<file path="config.mk">
export PLATFORM = sky130hd
export DESIGN_NAME = csc_pingpong_data_spad
export DESIGN_NICKNAME = d
export VERILOG_FILES = /design/src/rtl/pe_spad_pkg.sv /design/src/rtl/spad_bank_mem.sv /design/src/rtl/csc_pingpong_data_spad.sv
export SDC_FILE = /design/constraint.sdc
export NUM_CORES = 2
export LEC_CHECK = 0
export CAP_MARGIN = 10
export CORE_ASPECT_RATIO = 2
export CORE_MARGIN = 3
export CORE_UTILIZATION = 40
export CTS_BUF_LIST = sky130_fd_sc_hd__clkbuf_4 sky130_fd_sc_hd__clkbuf_8
export CTS_CLUSTER_SIZE = 14
export DETAILED_ROUTE_END_ITERATION = 10
export GPL_TIMING_DRIVEN = 0
export PLACE_DENSITY = 0.67
export SETUP_SLACK_MARGIN = 0.5
export SLEW_MARGIN = 20
export SYNTH_ARGS = -nofsm -noshare
export SYNTH_HDL_FRONTEND = slang
export SYNTH_HIERARCHICAL = 1
export SYNTH_SLANG_ARGS = --single-unit
</file>
<file path="constraint.sdc">
create_clock -name clock -period 3.9 [get_ports clock]
set_clock_uncertainty 0.05 [all_clocks]
set_input_delay 0.78 -clock clock [delete_from_list [all_inputs] [get_ports clock]]
set_output_delay 0.78 -clock clock [all_outputs]
set_load 0.02 [all_outputs]
</file>
<file path="src/rtl/pe_spad_pkg.sv">
`default_nettype none
// +------------------------------------------------------------------+
// | Package : pe_spad_pkg                                            |
// | Shared PE scratchpad widths, word-width helper and terminator.   |
// | Rev 1.0 : initial release                                        |
// +------------------------------------------------------------------+
package pe_spad_pkg;

   localparam int C_DATA_W = 8;
   localparam int C_CNT_W  = 4;

   function automatic int word_w(input int data_w, input int cnt_w);
      return data_w + cnt_w;
   endfunction

   // An all-zero {data, count} word marks the end of a CSC column set.
   localparam logic [C_DATA_W+C_CNT_W-1:0] C_TERMINATOR = '0;

endpackage
`default_nettype wire

</file>
<file path="src/rtl/spad_bank_mem.sv">
`default_nettype none
// +------------------------------------------------------------------+
// | Module  : spad_bank_mem                                          |
// | One scratchpad bank: DEPTH x WORD_W, sync write, async read.     |
// | Rev 1.0 : initial release                                        |
// +------------------------------------------------------------------+
module spad_bank_mem #(
   parameter int WORD_W = 12,
   parameter int DEPTH  = 108,
   parameter int ADDR_W = 7
) (
   input  logic              clock,
   input  logic              write_en,
   input  logic [ADDR_W-1:0] write_addr,
   input  logic [WORD_W-1:0] write_data,
   input  logic [ADDR_W-1:0] read_addr,
   output logic [WORD_W-1:0] read_data
);

   logic [WORD_W-1:0] r_mem [DEPTH];

   // No reset on the array so it can map onto block RAM / LUT RAM.
   always_ff @(posedge clock) begin
      if (write_en) begin
         r_mem[write_addr] <= write_data;
      end
   end

   assign read_data = r_mem[read_addr];

endmodule
`default_nettype wire

</file>
<file path="src/rtl/csc_pingpong_data_spad.sv">
`default_nettype none
// +------------------------------------------------------------------+
// | Module  : csc_pingpong_data_spad                                 |
// | Double-buffered CSC {data,count} scratchpad: one bank fills      |
// | while the other is consumed. Optional CSC_SPAD_OVF_FLAG_EN adds  |
// | sticky overflow and fill_count outputs.                          |
// | Rev 1.0 : initial release                                        |
// +------------------------------------------------------------------+
module csc_pingpong_data_spad
   import pe_spad_pkg::*;
#(
   parameter  int DATA_W = C_DATA_W,
   parameter  int CNT_W  = C_CNT_W,
   parameter  int DEPTH  = 108,
   localparam int ADDR_W = $clog2(DEPTH),
   localparam int WORD_W = word_w(DATA_W, CNT_W)
) (
   input  logic              clock,
   input  logic              reset,
   input  logic              data_in_valid,
   output logic              data_in_ready,
   input  logic [WORD_W-1:0] data_in,
   input  logic              write_en,
   output logic              write_fin,
   input  logic              read_en,
   input  logic [ADDR_W-1:0] read_idx,
   input  logic              read_idx_en,
   input  logic              index_inc,
   output logic [ADDR_W-1:0] column_num,
   output logic [WORD_W-1:0] data_out,
   output logic              read_fin,
`ifdef CSC_SPAD_OVF_FLAG_EN
   output logic              overflow,
   output logic [ADDR_W:0]   fill_count,
`endif
   output logic [1:0]        bank_valid,
   output logic              wr_bank,
   output logic              rd_bank
);

   localparam logic [ADDR_W-1:0] c_last_addr = ADDR_W'(DEPTH - 1);

   logic [ADDR_W-1:0] r_wr_addr;
   logic [ADDR_W-1:0] r_rd_addr;
   logic [ADDR_W-1:0] r_column_num;
   logic              r_wr_bank;
   logic              r_rd_bank;
   logic [1:0]        r_bank_valid;

   logic [WORD_W-1:0] w_bank_rdata [2];
   logic              w_shake;
   logic              w_is_term;
   logic              w_wr_close;
   logic              w_rd_valid;
   logic              w_read_fin;
   logic [1:0]        w_bank_valid_nxt;

   generate
      for (genvar b = 0; b < 2; b++) begin : g_bank
         localparam logic c_sel = 1'(b);
         spad_bank_mem #(
            .WORD_W (WORD_W),
            .DEPTH  (DEPTH),
            .ADDR_W (ADDR_W)
         ) u_mem (
            .clock      (clock),
            .write_en   (w_shake && (r_wr_bank == c_sel)),
            .write_addr (r_wr_addr),
            .write_data (data_in),
            .read_addr  (r_rd_addr),
            .read_data  (w_bank_rdata[b])
         );
      end
   endgenerate

   assign w_rd_valid    = r_bank_valid[r_rd_bank];
   assign data_out      = w_rd_valid ? w_bank_rdata[r_rd_bank] : '0;
   assign data_in_ready = ~r_bank_valid[r_wr_bank];
   assign w_shake       = data_in_valid & data_in_ready & write_en;
   assign w_is_term     = (data_in == '0);
   assign w_wr_close    = w_shake & (w_is_term | (r_wr_addr == c_last_addr));
   assign write_fin     = w_shake & w_is_term;
   assign w_read_fin    = index_inc & w_rd_valid & (data_out == '0) & ~read_idx_en;
   assign read_fin      = w_read_fin;

   // A closing write and a releasing read always target different banks.
   always_comb begin
      w_bank_valid_nxt = r_bank_valid;
      if (w_wr_close) begin
         w_bank_valid_nxt[r_wr_bank] = 1'b1;
      end
      if (w_read_fin) begin
         w_bank_valid_nxt[r_rd_bank] = 1'b0;
      end
   end

   always_ff @(posedge clock or posedge reset) begin
      if (reset) begin
         r_wr_addr    <= '0;
         r_wr_bank    <= 1'b0;
         r_rd_bank    <= 1'b0;
         r_bank_valid <= '0;
      end else begin
         r_bank_valid <= w_bank_valid_nxt;
         if (w_shake) begin
            r_wr_addr <= w_wr_close ? '0 : r_wr_addr + 1'b1;
         end
         if (w_wr_close) begin
            r_wr_bank <= ~r_wr_bank;
         end
         if (w_read_fin) begin
            r_rd_bank <= ~r_rd_bank;
         end
      end
   end

   always_ff @(posedge clock or posedge reset) begin
      if (reset) begin
         r_column_num <= '0;
         r_rd_addr    <= '0;
      end else begin
         if (read_idx_en) begin
            r_column_num <= read_idx;
         end else if (index_inc && w_rd_valid) begin
            if (w_read_fin || (r_column_num == c_last_addr)) begin
               r_column_num <= '0;
            end else begin
               r_column_num <= r_column_num + 1'b1;
            end
         end
         if (w_read_fin) begin
            r_rd_addr <= '0;
         end else if (read_en) begin
            r_rd_addr <= r_column_num;
         end
      end
   end

`ifdef CSC_SPAD_OVF_FLAG_EN
   logic            r_overflow;
   logic [ADDR_W:0] r_fill_count;

   always_ff @(posedge clock or posedge reset) begin
      if (reset) begin
         r_overflow   <= 1'b0;
         r_fill_count <= '0;
      end else if (w_wr_close) begin
         if (!w_is_term) begin
            r_overflow <= 1'b1;
         end
         r_fill_count <= {1'b0, r_wr_addr} + (ADDR_W+1)'(1);
      end
   end

   assign overflow   = r_overflow;
   assign fill_count = r_fill_count;
`endif

   assign column_num = r_column_num;
   assign bank_valid = r_bank_valid;
   assign wr_bank    = r_wr_bank;
   assign rd_bank    = r_rd_bank;

endmodule
`default_nettype wire

</file>
==> metrics.csv <==
stage,metric,value,unit
sta,max_freq,0.168,GHz
placed_design,port_buffers,50,
yosys,synth_top_area_share,0.756,
worst_setup_path,r2r-start,r_rd_addr[1]$_DFFE_PP0P_,
worst_setup_path,r2r_end,column_num[4]$_DFFE_PP0P_,
yosys,synthArstFlopShare,0.00955,
sta,setup_viol_count_final,80,
route,routed_wl,344,mm
clock_network,cts_inserted_buffers,351,
clock_network,cts_root_buffer,clkbuf_8,
yosys,synth_top_cells_by_count,"2,592 x edfxtp_1, 428 x mux4_2, 382 x mux2i_1, 288 x nor2_1, 156 x a22oi_1",
yosys,netlist_instances,5075,
yosys,syn_nets,5103,
worst_setup_path,crit_fanout,10,
yosys,yosysWarnings,6,
clock_network,clock-sinks,2617,
sta,period_share,1.53,
power,p_per_area,507,nW/um^2
sta,rsz0062_at_grt,true,
global_routing,grt_pass1_wl,465,mm
yosys,synth_seq_cells,2617,
yosys,yosysSeqAreaShare,0.762,
global_routing,overflow,0,
clock_network,clockBufferDepth,4,
sta,setup_tns,-48.90,ns
power,p_leak,39.2,nW
worst_setup_path,start_kind,register,
yosys,avgSynthCellArea,20.3,um^2
worst_hold_path,hp-class,primary input to register,
clock_network,cts_tree,yes,
placed_design,place_congestion,1.05,
floorplan,io_pins,52,
sta,relSlewSlack,0.0298,
sta,hold_viol_final,0,
cells_and_area,multiInputGateArea,24800,um^2
clock_network,clk_latency,1.01,ns
global_routing,grt_pass1_vias,57200,
route,drc_errors,0,
worst_setup_path,worst_setup_path_end_kind,output pin,
sta,layout_setup_ws,-2.07,ns
worst_setup_path,crit_path_end,read_fin,
global_routing,antenna_found_initial,10,
worst_setup_path,worstSetupPathType,register to output pin,
placed_design,post-place-cells,8544,
route,drt-pass1-iter-count,5,
worst_setup_path,startpoint,r_rd_addr[1]$_DFFE_PP0P_,
floorplan,die_h,724,um
worst_setup_path,critPathRequiredTime,3.07,ns
run,cap_viol_max_count,0,
floorplan,die-area,264000,um^2
worst_setup_path,reg2reg_slack,-1.74,ns
clock_network,htree_levels,5,
sta,period_needed,5.97,ns
placed_design,dp_hpwl,235,mm
route,viasPerCell,6.00,
route,post_drt_wl_per_cell,36.7,um
floorplan,rows,262,
run_status,violations,negative setup slack,
global_routing,grt_start_max_net_pins,135,
run_status,status,"finished, violations left",
route,drt_iter0_drc,6299,
sta,maxSlewViolCount,0,
cells_and_area,area_delta_synth_final,19.4,%
route,ant_nets,0,
yosys,ys_top_cells_by_area,"edfxtp_1 76%, mux4_2 9.4%, mux2i_1 3.7%",
yosys,synth_edf_count,2592,
worst_setup_path,arrival,5.14,ns
yosys,synth_top_area_cell,edfxtp_1,
cells_and_area,layout-drive-gt1-share,0.359,
placed_design,pre_cts_ws,-3.75,ns
yosys,synth_area,103000,um^2
yosys,synth.most_common_cell,edfxtp_1,
floorplan,start_util,0.403,
clock_network,path_clk_slew,0.07,ns
cells_and_area,final_util,0.482,
power,power,62.4,mW
sta,worstMarginPinSlew,1.46,ns
cells_and_area,nFillCells,20400,
route,via_count,56300,
cells_and_area,seq_area,78500,um^2
power,peakVddDrop,0.000271,V
yosys,synth_cell_types,66,
floorplan,core,255000,um^2
floorplan,die_w,365,um
yosys,ys.flop_type,edfxtp_1,
worst_setup_path,reg2reg_depth,28,
cells_and_area,final_nets,5833,
global_routing,track_usage,0.258,
cells_and_area,final_cells,9382,
==> flip-flops by register name, indices dropped and copies added, names as in the netlist <==
name,count
rd_bank,1
bank_valid,2
r_rd_addr,7
g_bank.u_mem/r_mem,2592
column_num,7
r_wr_addr,7
wr_bank,1
==> placed cells by master (no fill, tap or decap), drive strengths merged, types with 40 or more instances in the layout <==
| cell type | netlist | layout |
|---|---|---|
| nor2 | 288 | 288 |
| nand2 | 106 | 106 |
| clkinv | 3 | 130 |
| clkbuf | 103 | 558 |
| a22oi | 156 | 156 |
| buf | 177 | 533 |
| mux4 | 456 | 456 |
| a221oi | 40 | 40 |
| mux2 | 67 | 67 |
| nor2b | 55 | 55 |
| mux2i | 382 | 382 |
| a21oi | 117 | 117 |
| edfxtp | 2592 | 2592 |
| a22o | 55 | 55 |
| o21ai | 64 | 64 |
| nor3 | 54 | 54 |
| nand3 | 76 | 76 |
| o22ai | 75 | 75 |
==> final cells by class <==
| class | instances | area share |
|---|---|---|
| inverter | 8 | 0.000265 |
| antenna | 8 | 0.000163 |
| clock buffer | 460 | 0.0465 |
| timing repair buffer | 377 | 0.0388 |
| sequential | 2617 | 0.638 |
| multi-input combinational | 2166 | 0.202 |
| tap | 3300 | 0.0336 |
| clock inverter | 162 | 0.00954 |
| buffer | 284 | 0.0314 |
==> worst min-delay path by stage <==
| stage | to | cells after the start | from | slack, ns |
|---|---|---|---|---|
| finish | g_bank[0].u_mem/r_mem[76][2]$_DFFE_PP_ | 1 | data_in[2] | 0.16 |
| global placement | r_rd_addr[6]$_DFFE_PP0P_ | 2 | column_num[6]$_DFFE_PP0P_ | 0.60 |
| global route | g_bank[0].u_mem/r_mem[76][2]$_DFFE_PP_ | 1 | data_in[2] | 0.11 |
| floorplan | r_rd_addr[4]$_DFFE_PP0P_ | 2 | r_rd_addr[4]$_DFFE_PP0P_ | 0.45 |
| CTS | g_bank[1].u_mem/r_mem[24][2]$_DFFE_PP_ | 1 | data_in[2] | 0.06 |
| detailed placement | column_num[0]$_DFFE_PP0P_ | 2 | column_num[0]$_DFFE_PP0P_ | 0.62 |
==> power by group <==
group          total [mW]  switching, mW  internal (mW)  leakage [nW]
registers            31.2          0.168           31.0          23.6
logic                10.3           6.39           3.91          12.0
clock network        20.9           10.3           10.6          3.62
total                62.4           16.8           45.6          39.2
==> cell families after synthesis <==
family / Yosys count / synth area share
multiplexers: 905 / 0.145
AND/OR/NAND/NOR: 671 / 0.0302
buffers and inverters: 292 / 0.0219
AO/OA/AOI/OAI: 583 / 0.0402
adder cells (fa/ha/maj): 2 / 0.000243
flip-flops: 2617 / 0.762
XOR/XNOR: 5 / 0.000425
==> critical path, cell delays in order, from the launching register on <==
cell       delay (ns)
dfrtp_2          0.53
buf_12           0.20
clkbuf_16        0.22
buf_12           0.19
buf_12           0.21
mux4_2           0.36
a22o_1           0.32
nor2_1           0.22
o32ai_1          0.18
nor3_4           0.54
a21oi_4          0.14
nand2_2          0.12
o21ai_4          0.10
nor4_2           0.29
nand2_1          0.12
nor3_4           0.18
buf_6            0.15
==> per-stage QoR <==
stage	instance area, um^2	hold slack, ns
floorplan	103000	0.448
global placement	108000	0.603
detailed placement	110000	0.618
CTS	121000	0.0572
global route	123000	0.106
finish	123000	0.160
==> layer usage <==
metal	GRT usage	share of wire
met1	0.257	0.30
met2	0.468	0.53
met3	0.0397	0.067
met4	0.218	0.11
met5	0	0.000099
==> repair_timing <==
item | CTS | global route
pin swaps | 79 | 107
gates resized for setup | 722 | 249
cloned | 1 | 0
endpoints found under the setup margin | 2580 | 2620
buffers inserted | 95 | 110
hold buffers | 2 | 0
endpoints found under the hold margin | 13 | 0
(Power assumes the default switching activity.)
